<file path="src/rtl/req_ack_responder_pkg.sv">
// Shared types and limits for the request/acknowledge responder.
package req_ack_responder_pkg;

    localparam int LATENCY_MIN = 1;
    localparam int LATENCY_MAX = 15;
    localparam int CNT_W       = 4;

    typedef enum logic [1:0] {
        IDLE = 2'd0,
        WAIT = 2'd1,
        ACK  = 2'd2
    } state_e;

endpackage

</file>
<file path="src/rtl/req_ack_responder.sv">
// Answers each accepted request with one ack pulse LATENCY cycles later, carrying its tag.
// Optional embedded properties are compiled with REQ_ACK_RESPONDER_ASSERTIONS_EN.
module req_ack_responder
    import req_ack_responder_pkg::*;
#(
    parameter int LATENCY = 1,
    parameter int TAG_W   = 8
) (
    input  logic             clk,
    input  logic             rst,
    input  logic             req_i,
    input  logic [TAG_W-1:0] req_tag_i,
    output logic             ack_o,
    output logic [TAG_W-1:0] ack_tag_o,
    output logic             busy_o,
    output logic             drop_o
);

    generate
        if (LATENCY < LATENCY_MIN || LATENCY > LATENCY_MAX) begin : g_bad_latency
            $error("req_ack_responder: LATENCY must be within 1..15");
        end
    endgenerate

    localparam logic [CNT_W-1:0] CNT_INIT = CNT_W'((LATENCY > 1) ? LATENCY - 2 : 0);

    state_e             state_q, state_d;
    logic [CNT_W-1:0]   cnt_q, cnt_d;
    logic [TAG_W-1:0]   tag_q, tag_d;
    logic [TAG_W-1:0]   ack_tag_q, ack_tag_d;
    logic               drop_q, drop_d;
    logic               accept;

    assign accept = req_i && (state_q != WAIT);

    always_comb begin
        state_d   = state_q;
        cnt_d     = cnt_q;
        tag_d     = tag_q;
        ack_tag_d = ack_tag_q;
        drop_d    = 1'b0;
        case (state_q)
            WAIT: begin
                drop_d = req_i;
                if (cnt_q == '0) state_d = ACK;
                else             cnt_d   = cnt_q - 1'b1;
            end
            default: state_d = IDLE;
        endcase
        if (accept) begin
            tag_d = req_tag_i;
            if (LATENCY == 1) begin
                state_d = ACK;
            end else begin
                state_d = WAIT;
                cnt_d   = CNT_INIT;
            end
        end
        // The visible tag only changes on entry to ACK so it holds between pulses.
        if (state_d == ACK) ack_tag_d = tag_d;
    end

    always_ff @(posedge clk) begin
        if (rst) begin
            state_q   <= IDLE;
            cnt_q     <= '0;
            tag_q     <= '0;
            ack_tag_q <= '0;
            drop_q    <= 1'b0;
        end else begin
            state_q   <= state_d;
            cnt_q     <= cnt_d;
            tag_q     <= tag_d;
            ack_tag_q <= ack_tag_d;
            drop_q    <= drop_d;
        end
    end

    assign ack_o     = (state_q == ACK);
    assign busy_o    = (state_q == WAIT);
    assign ack_tag_o = ack_tag_q;
    assign drop_o    = drop_q;

`ifdef REQ_ACK_RESPONDER_ASSERTIONS_EN
    logic past_valid_q;

    always_ff @(posedge clk) begin
        if (rst) past_valid_q <= 1'b0;
        else     past_valid_q <= 1'b1;
    end

    

    
    
    
    
`endif

endmodule

</file>
<file path="config.mk">
export PLATFORM = sky130hd
export DESIGN_NAME = req_ack_responder
export DESIGN_NICKNAME = d
export VERILOG_FILES = /design/src/rtl/req_ack_responder_pkg.sv /design/src/rtl/req_ack_responder.sv
export SDC_FILE = /design/constraint.sdc
export NUM_CORES = 1
export LEC_CHECK = 0
export CAP_MARGIN = 0
export CORE_UTILIZATION = 40
export CTS_CLUSTER_SIZE = 28
export DETAILED_ROUTE_END_ITERATION = 16
export PLACE_DENSITY = 0.66
export SYNTH_ARGS = -nofsm -noshare
export SYNTH_HDL_FRONTEND = slang
export SYNTH_SLANG_ARGS = --single-unit
</file>
<file path="constraint.sdc">
create_clock -name clk -period 3.3 [get_ports clk]
set_input_delay 0.825 -clock clk [delete_from_list [all_inputs] [get_ports clk]]
set_output_delay 0.825 -clock clk [all_outputs]
set_load 0.1 [all_outputs]
</file>
==> summary by stage <==
Routing
The per-cell via count in the routed design is 5.36. The count of nets left with antenna violations once routing finished came out at 0. The total wire length after detailed routing is 2.03 mm. In the routed design, unresolved DRC markers number 0.

In the final routed layout, each cell accounts on average for 13.0 um. The first detailed-routing pass ran for 4 iterations. For this block, the initial DRC count from the detailed router was 19.

Across all layers, the routed design uses 836 vias.

Synthesis
The portion of the post-synthesis area used by sequential elements is 47.9%. In the synthesized netlist, the number of instances is 107. The fraction of the mapped netlist area in compound gates is 27.3%. After synthesis the cells add up to 961 um2.

Of all cell types, the one taking the most synthesized area is dfxtp_1. The fraction of synthesized cell area in xor and xnor cells is 0%. Counting every net in the synthesized netlist gives 119. Summing the areas of all and, or, nand and nor instances in the mapped netlist gives 12.8% of the synthesized area. Summing the areas of all fa, ha and maj instances in the mapped netlist gives 1.30% of the synthesized area. The total of warnings raised by yosys is 0. The proportion of netlist area held by the largest area contributor is 47.9%. The register bit total from synthesis is 23. The share of cell area taken by muxes after synthesis is 2.34%. The largest family of logic cells by synthesized area is compound AO/OA/AOI/OAI gates.

Yosys attributes the largest share of cell area to dfxtp_1, o221a_2, a21oi_1. A synthesized cell averages 8.98 um2. Yosys mapped the design onto 20 distinct sky130hd cell types.

Power and ir drop
The maximum vdd drop is 0.334 mV. The analysis attributes to cell leakage a power of 0.498 nW. The total power density per cell area is 455 mW/mm2.

GRT
After global routing the overflow that remains totals 0. The via count of the first global-routing pass is 746. In the global route stage, overall resource usage came out at 17.6%.

The number of antenna violations at the first check in global routing was 0. Entering global routing, the biggest net connects 25 pins. The first global-routing pass estimated 3.32 mm of wire.

Hold path
The type of the tightest min-delay check is flip-flop to flip-flop.

Cells and area
The final layout contains 141 nets. Summing all flip-flop and latch instances after layout gives 460 um2. The multi-input gate area in the final layout is 420 um2. The number of antenna cells inserted is 0. The fill cell total of the finished layout is 223. The post-route netlist has 21.9% of its cells at a drive strength greater than 1. The area growth from synthesis to layout is 25.0%.

Worst setup path
The data required time of the worst path is 2470 ps. The largest single stage delay on the critical path is 330 ps. The maximum fanout count along the critical path is 22. The worst setup path is captured at an output pin. The critical path goes through nand2b_1 -> buf_4 -> inv_1 -> buf_4. The library cell appearing most often on the critical path is buf_4. The worst setup path is launched from a flip-flop.

Data arrives at the worst endpoint at 1360 ps. The critical path start-end classification is flip-flop to output pin. The slowest library cell on the worst path is dfxtp_1.

Clocking
The clock passes through at most 2 buffers. The number of hold buffers added after CTS is 0. The CTS tree is built.

The insertion delay of the later-clocked pin in the worst-skew pair is 320 ps. Once the clock tree was built, the setup fixing pass inserted 0 buffers. The tree is rooted in a clkbuf_4.

The clock net sink count is 23. CTS built an H-tree with a depth of 1. The number of buffers added by the clock tree synthesis step is 3.

The post-cts gate resize count is 0. The CTS clock-pin slew for the worst setup and hold paths is 130 ps.

Floorplanning
The die is 51.0 um wide. From bottom edge to top edge, the die measures 51.0 um. The floorplan has 17 rows. Once the floorplan was initialized, standard cells occupied 43.0% of the core. The I/O pin total is 22. The die covers 0.00260 mm2. The placeable core region is 0.00223 mm2.

Job
Max-cap violations in this run came to 0.

STA
The transition time at the pin with the least slew margin is 839 ps. The worst pin sits at a relative slew slack of 43.9%. Setup repair after global routing left no endpoint under its margin. The final-layout setup total negative slack is 0 ps.

The final clock skew is 2.97 ps. Dividing the final minimum period by the clock period gives 66.3%. The final-report max-slew violation count is 0. The worst path needs 2190 ps of the cycle, external delays included. Across all hold checks on the routed design, the worst slack comes to 493 ps. The number of hold violations in the final report is 0. The setup violation total in the final timing report is 0. Based on the critical path, the design can be clocked at up to 457 MHz.

Placement
The number of port buffers is 21. The weighted congestion at the end of routability-driven global placement is 0.745. The estimated wirelength of the detail-placed design is 1.32 mm.

Status
The flow ran to the end, and the final reports show no timing, DRC or antenna violations.
[worst max-delay path, delay by kind of cell, from the launching register on]
family / cells / cell delay (ps)
buffers and inverters: 3 / 580
and+or+nand+nor: 1 / 130
DFF: 1 / 330
[cell usage in the layout (no fill, tap or decap), drive strengths merged, types with 2 or more instances in the layout]
cell type,synthesis,layout
o21ai,10,10
inv,14,14
a21oi,11,11
clkbuf,6,3
nand3,10,10
a31oi,8,8
nor2b,2,2
dfxtp,23,23
buf,1,14
clkdlybuf4s50,0,10
o221a,8,8
nor3,4,4
nand2,2,2
[final timing paths]
kind | slack, ps | start | cells past startpoint | end
max | 1110 | state_q[1]$_SDFF_PP0_ | 4 | busy_o
min | 490 | tag_q[2]$_SDFF_PP0_ | 2 | tag_q[2]$_SDFF_PP0_
max reg2reg | 1600 | cnt_q[0]$_SDFFE_PP0P_ | 5 | ack_tag_o[1]$_SDFFE_PP0N_
min reg2reg | 490 | tag_q[2]$_SDFF_PP0_ | 2 | tag_q[2]$_SDFF_PP0_
[cells by family (layout without fill, tap and decap cells)]
family                   Yosys count  in the layout
AO/OA/AOI/OAI                     39             39
flip-flops                        23             23
multiplexers                       1              1
adder cells (fa/ha/maj)            1              1
buffers and inverters             21             42
AND/OR/NAND/NOR                   22             22
[where the power goes]
group          total [mW]  internal (mW)  switching (mW)
clock network       0.137         0.0455          0.0912
logic               0.112         0.0346          0.0770
registers           0.298          0.291         0.00711
total               0.546          0.371           0.175
[per-layer routing]
layer | wire length, um | part of all wire, % | global-route usage (%) | vias to the layer above
li1 | - | - | - | 432
met1 | 1000 | 49 | 21.9 | 385
met2 | 914 | 45 | 27.6 | 15
met3 | 83 | 4.1 | 6.25 | 4
met4 | 32 | 1.6 | 6.94 | 0
met5 | 0 | 0 | 0 | -
[area by class of cell]
| type | count | area share (%) |
|---|---|---|
| Multi-Input combinational cell | 63 | 35.0 |
| Clock inverter | 1 | 0.417 |
| Sequential cell | 23 | 38.3 |
| Timing Repair Buffer | 24 | 17.1 |
| Clock buffer | 3 | 1.88 |
| Inverter | 14 | 4.38 |
| Tap cell | 28 | 2.92 |
[synth_stat cells]
cell type and instances:
a211o_1 1, a21oi_1 11, a311oi_1 1, a31oi_1 8
buf_2 1, clkbuf_1 6, dfxtp_1 23, ha_1 1
inv_1 14, mux2i_4 1, nand2_1 2, nand2b_1 1
nand3_1 10, nor2b_1 2, nor3_1 4, nor3b_1 1
o21ai_0 10, o221a_2 8, or3b_4 1, or4_1 1
[per-stage QoR]
stage	cell area [um2]	power (mW)	setup WS, ps	utilization [%]	std cells
after global routing	1200	0.572	1010	53.8	156
after detailed placement	1170	0.416	971	52.5	152
final	1200	0.546	1110	53.8	156
after global placement	1170	0.415	1020	52.5	152
after floorplan	961	0.384	824	-	107
after CTS	1200	0.552	1090	53.8	156
[sequential cells by signal, summed over array words and instances, names as in the netlist]
signal     flops
ack_tag_o      8
cnt_q          4
drop_o         1
state_q        2
tag_q          8
(Power assumes the default switching activity.)
